`src/rtl/fir_seq_filter.sv`:
```
// Time-multiplexed FIR filter: one multiply-accumulate per cycle over NOF_COEFF taps,
// with a runtime-writable coefficient bank and a saturating, shifted output.
module fir_seq_filter #(
    parameter int DATA_WIDTH = 8,
    parameter int NOF_COEFF  = 12,
    parameter int OUT_WIDTH  = 20,
    parameter int OUT_SHIFT  = 0
) (
    input  logic                          clk,
    input  logic                          rst,
    input  logic                          coeff_wr_en,
    input  logic [$clog2(NOF_COEFF)-1:0]  coeff_addr,
    input  logic signed [DATA_WIDTH-1:0]  coeff_data,
    output logic                          coeff_err,
    input  logic                          in_valid,
    output logic                          in_ready,
    input  logic signed [DATA_WIDTH-1:0]  in_data,
    output logic                          out_valid,
    input  logic                          out_ready,
    output logic signed [OUT_WIDTH-1:0]   out_data,
    output logic                          out_sat,
    output logic                          busy
);

    localparam int AW        = $clog2(NOF_COEFF);
    localparam int ACC_WIDTH = 2 * DATA_WIDTH + $clog2(NOF_COEFF);
    localparam int PW        = 2 * DATA_WIDTH;
    // Compare width wide enough for both the accumulator and the output limits.
    localparam int CW        = (ACC_WIDTH > OUT_WIDTH ? ACC_WIDTH : OUT_WIDTH) + 1;

    localparam logic [AW-1:0] LAST_TAP    = AW'(NOF_COEFF - 1);
    localparam logic [AW:0]   NOF_COEFF_W = (AW + 1)'(NOF_COEFF);
    localparam logic signed [CW-1:0] SAT_MAX =
        {{(CW - OUT_WIDTH + 1){1'b0}}, {(OUT_WIDTH - 1){1'b1}}};
    localparam logic signed [CW-1:0] SAT_MIN =
        {{(CW - OUT_WIDTH + 1){1'b1}}, {(OUT_WIDTH - 1){1'b0}}};

    typedef enum logic [1:0] {StIdle, StMac, StOut} state_e;

    state_e                        state_q;
    logic signed [DATA_WIDTH-1:0]  coeff_q [NOF_COEFF];
    logic signed [DATA_WIDTH-1:0]  x_q     [NOF_COEFF];
    logic signed [ACC_WIDTH-1:0]   acc_q;
    logic signed [ACC_WIDTH-1:0]   acc_d;
    logic [AW-1:0]                 k_q;
    logic signed [PW-1:0]          prod;
    logic signed [ACC_WIDTH-1:0]   acc_shifted;
    logic signed [CW-1:0]          acc_wide;
    logic                          sat_hi;
    logic                          sat_lo;
    logic                          addr_ok;

    always_comb begin
        prod        = coeff_q[k_q] * x_q[k_q];
        acc_d       = acc_q + {{(ACC_WIDTH - PW){prod[PW-1]}}, prod};
        acc_shifted = acc_d >>> OUT_SHIFT;
        acc_wide    = {{(CW - ACC_WIDTH){acc_shifted[ACC_WIDTH-1]}}, acc_shifted};
        sat_hi      = acc_wide > SAT_MAX;
        sat_lo      = acc_wide < SAT_MIN;
        addr_ok     = {1'b0, coeff_addr} < NOF_COEFF_W;
    end

    always_ff @(posedge clk) begin
        if (rst) begin
            state_q   <= StIdle;
            acc_q     <= '0;
            k_q       <= '0;
            coeff_err <= 1'b0;
            out_data  <= '0;
            out_sat   <= 1'b0;
            for (int i = 0; i < NOF_COEFF; i++) begin
                coeff_q[i] <= '0;
                x_q[i]     <= '0;
            end
        end else begin
            coeff_err <= coeff_wr_en && ((state_q != StIdle) || !addr_ok);
            if (coeff_wr_en && (state_q == StIdle) && addr_ok) begin
                coeff_q[coeff_addr] <= coeff_data;
            end

            case (state_q)
                StIdle: begin
                    if (in_valid) begin
                        x_q[0] <= in_data;
                        for (int i = 1; i < NOF_COEFF; i++) begin
                            x_q[i] <= x_q[i-1];
                        end
                        acc_q   <= '0;
                        k_q     <= '0;
                        state_q <= StMac;
                    end
                end
                StMac: begin
                    acc_q <= acc_d;
                    k_q   <= k_q + 1'b1;
                    // Result is taken from acc_d so the last product is included.
                    if (k_q == LAST_TAP) begin
                        state_q  <= StOut;
                        out_sat  <= sat_hi || sat_lo;
                        out_data <= sat_hi ? SAT_MAX[OUT_WIDTH-1:0] :
                                    sat_lo ? SAT_MIN[OUT_WIDTH-1:0] :
                                             acc_wide[OUT_WIDTH-1:0];
                    end
                end
                StOut: begin
                    if (out_ready) begin
                        state_q <= StIdle;
                    end
                end
                default: state_q <= StIdle;
            endcase
        end
    end

    assign in_ready  = (state_q == StIdle);
    assign out_valid = (state_q == StOut);
    assign busy      = (state_q != StIdle);

endmodule

```
`config.mk`:
```
export PLATFORM = sky130hd
export DESIGN_NAME = fir_seq_filter
export DESIGN_NICKNAME = d
export VERILOG_FILES = /design/src/rtl/fir_seq_filter.sv
export SDC_FILE = /design/constraint.sdc
export NUM_CORES = 1
export LEC_CHECK = 0
export CAP_MARGIN = 20
export CORE_UTILIZATION = 55
export CTS_CLUSTER_SIZE = 30
export DETAILED_ROUTE_END_ITERATION = 8
export GPL_TIMING_DRIVEN = 0
export PLACE_DENSITY = 0.81
export SETUP_SLACK_MARGIN = 0.3
export SYNTH_ARGS = -nofsm -noshare
export SYNTH_HDL_FRONTEND = slang
export SYNTH_SLANG_ARGS = --single-unit
```
`constraint.sdc`:
```
create_clock -name clk -period 8.59 [get_ports clk]
set_input_delay 0.859 -clock clk [delete_from_list [all_inputs] [get_ports clk]]
set_output_delay 0.859 -clock clk [all_outputs]
set_load 0.02 [all_outputs]
```
======== Word-level counts from Yosys, hierarchy flattened ========
Memory sizes are Yosys's and may differ from the RTL's. A register that Yosys moved wholly into a read port is not among the register bits.
Cells that the tools add are included.
word-level totals
  register bits ........................... 48
  memory bits (writable) .................. 192
  logic and storage cells ................. 83
  memories kept ........................... 2
memories
  name     depth  width  read ports  clocked after Yosys merged registers in  write ports  line  text
  coeff_q  12     8      1           1                                        12           41    logic signed [DATA_WIDTH-1:0] coeff_q [NOF_COEFF];
  x_q      12     8      12          1                                        12           42    logic signed [DATA_WIDTH-1:0] x_q [NOF_COEFF];
operators by class
  $add $sub $neg .......................... 2
  multipliers ............................. 1
  $lt $le $gt $ge ......................... 3
  eq/ne operators ......................... 6
  multiplexer cells ....................... 38
  bitwise operators ....................... 12
  reduce and logical (&&, ||, !) cells .... 13
operator list
  operator              number
  $mux 8                13
  $mux 20               3
  $pmux 20 s2           1
  $mux 4                6
  $add 20x20->20        1
  $gt 20x20->1 const B  1
  $lt 20x20->1 const B  1
  $mul 8x8->16          1
  $or 1x1->1            12
  $mux 1                10
  $pmux 4 s2            1
  $reduce_or 8->1       1
  $mux 2                3
  $pmux 2 s3            1
  $add 4x1->4 const B   1
  $eq 4x4->1 const B    1
  $lt 4x4->1 const B    1
  $ne 2x2->1 const B    2
  $reduce_and 2->1      2
  $reduce_bool 2->1     2
  $logic_and 1x1->1     3
  $reduce_and 3->1      1
  $eq 2x1->1 const B    1
  $eq 2x2->1 const B    1
  other kinds (4)       5

======== Longest topological paths before layout ========
Gate-level depths: netlist (run 1).
  depth after elaboration ................. 8
  gate-level depth with buffers ........... 31
  depth with buffers taken out ............ 29

======== Least setup slack after synthesis (run 1) ========
No wires, ideal clock.
  path type ............................... register to register
  from .................................... register with a tool-made name
  to ...................................... register acc_q[19]
  arrival time ............................ 6.998 ns
  required time ........................... 8.469 ns
  setup slack ............................. 1.471 ns
  cell stages (with the launch flop) ...... 30
  path buffers ............................ 2
  period minus slack after synthesis ...... 7.119 ns
  cell sequence ........................... dfxtp_1 -> buf_4 -> buf_4 -> mux4_2 -> mux2i_1 -> nand2_1 -> o21ai_1 -> nand2b_1 -> fa_1 -> fa_1 -> inv_1 -> fa_1 -> inv_1 -> fa_1 -> inv_1 -> ha_1 -> a21oi_1 -> o21bai_1 -> a21oi_1 -> o21ai_0 -> or4_1 -> nand3_1 -> ha_1 -> a21o_1 -> a31o_1 -> or2_2 -> o21a_1 -> o311ai_2 -> xor2_1 -> o21ai_1
RTL lines
  what                  line  text
  to (signal assigned)  66    acc_q <= '0;
  to (signal assigned)  88    acc_q <= '0;
  to (signal assigned)  94    acc_q <= acc_d;
  to (decl)             43    logic signed [ACC_WIDTH-1:0] acc_q;

==> results of run 1 <==
## power by group
group | internal [mW] | switching, mW | total (mW)
combinational | 0.696 | 1.07 | 1.77
clock | 0.793 | 0.521 | 1.31
sequential | 1.55 | 0.0516 | 1.61
total | 3.04 | 1.65 | 4.69
## per-layer routing
metal  routed length, um  vias up  GRT usage (%)
met5                   0        -              0
met4                1270        0           10.6
met3                1990       84           3.62
met2               17100      388           42.2
met1               13900     5040           32.2
li1                    -     4590              -
## flip-flops by register name, summed over array words and instances (netlist names), named ones only
signal,cells
out_sat,1
x_q,96
acc_q,20
coeff_err,1
k_q,4
state_q,2
out_data,20
coeff_q,128
## cells in the final DEF (no fill, tap or decap), types with 5 or more instances in the layout
cell type and n:
a22oi_1 10, or3_1 6, nor2b_1 27, mux2_2 8, buf_2 8, inv_1 97
fa_1 55, nor2_1 102, bufinv_16 5, nor3_1 13, and3_1 7, nand2_1 53
mux2i_1 17, buf_4 12, a21o_1 6, mux4_2 56, clkdlybuf4s50_1 49, conb_1 32
or2_2 9, clkbuf_16 29, o211ai_1 5, a21oi_4 8, clkinv_2 6, nand3_1 14
nand2b_1 9, a21oi_1 38, xnor2_1 20, and2_1 179, o21ai_2 7, edfxtp_1 224
clkbuf_1 36, a211oi_1 8, dfxtp_1 52, o21ai_0 27, ha_1 49, o21a_1 9
## cell usage after synthesis (4+ instances only)
cell type	n	area [um^2]
nand4_1	4	25.0
nor2_1	102	383
buf_2	9	45.0
o21ai_1	4	20.0
nand2b_1	9	56.3
or2_2	9	56.3
o21bai_1	4	30.0
o21a_1	9	67.6
edfxtp_1	224	6730
mux4_2	56	1260
a21oi_1	39	195
mux2i_1	17	170
or2_1	5	31.3
mux2_2	8	90.1
a22oi_1	10	75.1
nand3_1	14	70.1
a21o_1	6	45.0
fa_1	56	1120
o21ai_0	28	140
o211ai_1	5	37.5
xor2_1	4	35.0
and2_1	179	1120
dfxtp_1	52	1040
o21ai_2	7	61.3
ha_1	49	613
or3_1	6	37.5
and3_1	7	43.8
clkbuf_1	36	135
a21oi_2	9	78.8
xnor2_1	21	184
inv_1	97	364
nand2_1	54	203
a211oi_1	8	60.1
nor2b_1	27	169
nor3_1	13	65.1
## cell families after synthesis
family,synth area share (%)
AND/OR/NAND/NOR,15.3
other,0.0245
XOR/XNOR,1.43
flip-flops,50.8
multiplexers,9.95
adder cells (fa/ha/maj),11.3
buffers and inverters,3.86
AO/OA/AOI/OAI,7.24
## tightest hold or removal path, stage by stage, from the launching register on
cell and delay, ps:
dfxtp_1 300, nand2_1 50, a21oi_1 50
## final cells by class
cell class	count	area share [%]
inverters	97	2.07
repair buffers	62	3.44
clock buffers	36	4.44
well taps	372	2.64
flip-flops and latches	276	44.1
plain buffers	52	1.44
multi-input cells	843	40.6
clock inverters	15	1.26
## timing repair
| action | in CTS | in global routing |
|---|---|---|
| setup buffers | 0 | 4 |
| pin swaps | 0 | 1 |
| endpoints found under the setup margin | 2 | 7 |
| resized for setup | 3 | 28 |
## worst max path at each step
stage,startpoint,to,slack [ps],cells past startpoint
after floorplan,flop,acc_q[19],1470,29
after global placement,flop,out_data[19],420,29
after detailed placement,flop,out_data[19],250,30
after CTS,flop,out_data[19],340,30
after global routing,flop,out_data[19],250,27
final,flop,out_data[19],600,27
## stage by stage
stage	hold slack, ps	cell area (um^2)	setup slack [ps]	instances
floorplan	432	15400	1470	1268
global placement	443	16400	418	1689
detailed placement	447	16400	249	1698
CTS	456	17500	337	1749
global route	467	17600	251	1753
finish	453	17600	604	1753
==> results.json, run 1 <==
{
  "cts-htree-levels": 1,
  "critPathKind": "flop to flop",
  "cp.buffers_inverters": 3,
  "clk_path_buf_depth": 3,
  "synthDistinctLibCells": 66,
  "cts_buffers": 28,
  "start_util_pct": 56.4,
  "antenna_found_initial": 0,
  "seq_area_mm2": 0.00777,
  "arrival_ps": 8410,
  "r2r_cells": 27,
  "rsz0062_at_grt": "no",
  "power_density_mw_per_mm2": 266,
  "maxSlewHeadroom_pct": 28.7,
  "grt_max_degree": 69,
  "final_nets": 1490,
  "hpwl_mm": 24.2,
  "antenna_left": 0,
  "hp-class": "flop to flop",
  "dr.first_iter.drc_count": 860,
  "setup_viol": 0,
  "multiInputGateArea_mm2": 0.00714,
  "fill_cells": 1972,
  "crit_required_ps": 9010,
  "min_path_cells": 2,
  "finalCritPeriodShare_pct": 93.0,
  "synthFlopType": "edfxtp_1",
  "rows": 60,
  "critPathSlowestCell": "mux4_2",
  "peakVddDrop_v": 0.000219,
  "syn_area_mm2": 0.0153,
  "r2r_slack_ps": 600,
  "p_leak_nw": 6.84,
  "clock_latency_ps": 580,
  "yosysWarnings": 0,
  "drt_wl_total_mm": 34.3,
  "die-area_mm2": 0.0285,
  "grt_use_total_pct": 24.9,
  "end_kind": "flop",
  "cpLargestDelayFamily": "adder cells",
  "firstDrtPassIters": 5,
  "drive_gt1_share_pct": 13.0,
  "cts_hold_buf": 0,
  "post-route-min-period_ps": 7990,
  "finClkSkew_ps": 35.4,
  "start_kind": "flop",
  "synthCells": 1237,
  "ys_ff_latch": 276,
  "worstPathMaxFanout": 10,
  "worstHoldStart": "out_data[13]",
  "core-area_mm2": 0.0271,
  "slew_viol_final": 0,
  "synth_seq_area_share_pct": 50.8,
  "setup_tns_ps": 0,
  "io_buffer_count": 49,
  "gp_congestion": 0.905,
  "critPathMaxStageDelay_ps": 590,
  "fmax_mhz": 125,
  "clock_sinks": 276,
  "tightest_slew_ps": 1060,
  "grt_first_pass_wirelength_mm": 54.6,
  "rr_endpoint": "out_data[19]",
  "wl_per_cell_um": 19.5,
  "vias": 10100,
  "hold_end": "out_data[13]",
  "avgViaCountPerCell": 5.76,
  "avgSynthCellArea_um2": 12.4,
  "ios": 50,
  "max_cap_violations": 0,
  "root_buffer": "clkbuf_16",
  "tritoncts": "built",
  "final_core_util_pct": 64.9,
  "status": "complete, no violations",
  "syn2layout_area_growth_pct": 15.1,
  "cts.clk_slew.worst_paths_ps": 60,
  "synth_edf_count": 224,
  "grt_pass1_vias": 10400,
  "hold_viol": 0,
  "die_h_um": 169,
  "die_w_um": 169,
  "num_antenna_cells": 0,
  "cpMostUsedCell": "fa_1",
  "power.total_mw": 4.69,
  "grt_overflow_total": 0,
  "async_reset_ff_share_pct": 0,
  "drc_errors": 0
}
Note: power is estimated with default switching activity, not from simulation.
==> run 2: changes to the inputs <==
- GPL_ROUTABILITY_DRIVEN: not set -> 0
- MAX_ROUTING_LAYER: not set -> met4
==> run 2 against run 1 <==
Worst setup slack improved by 11 ps. Clock power down 4%. Count of clock-buffer cells in the layout grew 3. Combinational power is essentially flat. Die area is the same. Sequential share of layout area about the same. Flip-flop and latch count did not move. Largest cell class unchanged.
==> results.json, run 2 (same netlist as run 1, synthesis figures left out) <==
{
  "mostFrequentLayoutCell": "edfxtp_1",
  "max_cap_violations": 0,
  "antenna_found_initial": 0,
  "grt_pass1_vias": 10100,
  "final_nets": 1493,
  "critPathMaxStageDelay_ps": 540,
  "clock_sinks": 276,
  "grt_use_total_pct": 25.2,
  "cts.clk_slew.worst_paths_ps": 60,
  "core-area_mm2": 0.0271,
  "cts-htree-levels": 1,
  "clk_path_buf_depth": 3,
  "io_buffer_count": 49,
  "place_area_mm2": 0.0165,
  "die-area_mm2": 0.0285,
  "arrival_ps": 8430,
  "critPathSlowestCell": "fa_1",
  "status": "complete, no violations",
  "p_leak_nw": 6.84,
  "finClkSkew_ps": 21.3,
  "avgViaCountPerCell": 5.74,
  "crit_required_ps": 9040,
  "setup_ws_ps": 615,
  "die_h_um": 169,
  "tritoncts": "built",
  "num_antenna_cells": 0,
  "syn2layout_area_growth_pct": 15.2,
  "grt_overflow_total": 0,
  "start_kind": "flop",
  "max_flop_register": "coeff_q",
  "layout_common_cells": "edfxtp_1 (224), and2_1 (179), nor2_1 (102)",
  "rows": 60,
  "largest_registers": "coeff_q (128), x_q (96)",
  "dpl.cell_count": 1698,
  "rsz0062_at_grt": "no",
  "r2r_slack_ps": 610,
  "antenna_left": 0,
  "largest_reg_flops": 128,
  "drive_gt1_share_pct": 13.2,
  "drc_errors": 0,
  "tightest_slew_ps": 972,
  "final-instance-count-excl-fill": 1756,
  "hold_viol": 0,
  "peakVddDrop_v": 0.000225,
  "final_cell_area_mm2": 0.0176,
  "setup_viol": 0,
  "maxSlewHeadroom_pct": 34.7,
  "cpMostUsedCell": "fa_1",
  "hp-class": "flop to flop",
  "slew_viol_final": 0,
  "drt_wl_total_mm": 33.8,
  "hpwl_mm": 24.1,
  "firstDrtPassIters": 6,
  "cts_buffers": 29,
  "wl_per_cell_um": 19.2,
  "die_w_um": 169,
  "setup_tns_ps": 0,
  "finalCritPeriodShare_pct": 92.8,
  "dr.first_iter.drc_count": 803,
  "grt_max_degree": 69,
  "end_kind": "flop",
  "start_util_pct": 56.4,
  "fmax_mhz": 125,
  "clock_latency_ps": 570,
  "vias": 10100,
  "root_buffer": "clkbuf_16",
  "worstPathMaxFanout": 10,
  "dp_slack_ps": 206,
  "grt_first_pass_wirelength_mm": 53.6,
  "power_density_mw_per_mm2": 263,
  "critPathKind": "flop to flop",
  "ios": 50,
  "cts_hold_buf": 0,
  "post-route-min-period_ps": 7980
}
run 2: per-stage QoR:
step / util (%) / total power, mW / hold WS, ps
floorplan: - / 2.95 / 432
global placement: 60.4 / 3.29 / 443
detailed placement: 60.7 / 3.34 / 447
CTS: 64.3 / 4.60 / 455
global route: 65.0 / 4.90 / 473
finish: 65.0 / 4.63 / 453
run 2: metal layers:
| layer | up-vias | wire (um) | track usage, % |
|---|---|---|---|
| met1 | 5031 | 13500 | 31.5 |
| met2 | 360 | 17000 | 42.1 |
| met4 | 0 | 1100 | 9.05 |
| li1 | 4603 | - | - |
| met3 | 81 | 2090 | 3.55 |
| met5 | - | 0 | - |
run 2: worst max-delay path: cells and delay by family (launching register included):
kind | cells | cell delay [ps]
AO/OA/AOI/OAI | 10 | 2040
XOR/XNOR | 1 | 330
adder cells (fa/ha/maj) | 6 | 2680
multiplexers | 2 | 800
buffers and inverters | 5 | 580
AND/OR/NAND/NOR | 5 | 1080
flip-flops | 1 | 350
run 2: worst paths after layout:
check              start     endpoint  cells past startpoint
min reg2reg  out_data[6]  out_data[6]                      2
min          out_data[6]  out_data[6]                      2
max reg2reg         flop    acc_q[19]                     29
max                 flop    acc_q[19]                     29
run 2: cell type report:
type / instances / area (um^2)
flip-flops and latches: 276 / 7770
inverters: 97 / 364
multi-input cells: 843 / 7150
well taps: 372 / 465
plain buffers: 52 / 274
clock inverters: 13 / 136
clock buffers: 39 / 828
repair buffers: 64 / 623
fillers: 1973 / 9490
run 2: repair_timing:
item	4_1_cts	5_1_grt
cloned	0	0
setup endpoints to repair	2	7
hold endpoints to repair	0	0
gates resized for setup	2	43
buffers inserted	0	5
run 2: power breakdown:
part,switching [mW],internal [mW]
Combinational,1.08,0.696
Sequential,0.0498,1.55
Clock,0.518,0.739
Total,1.64,2.99
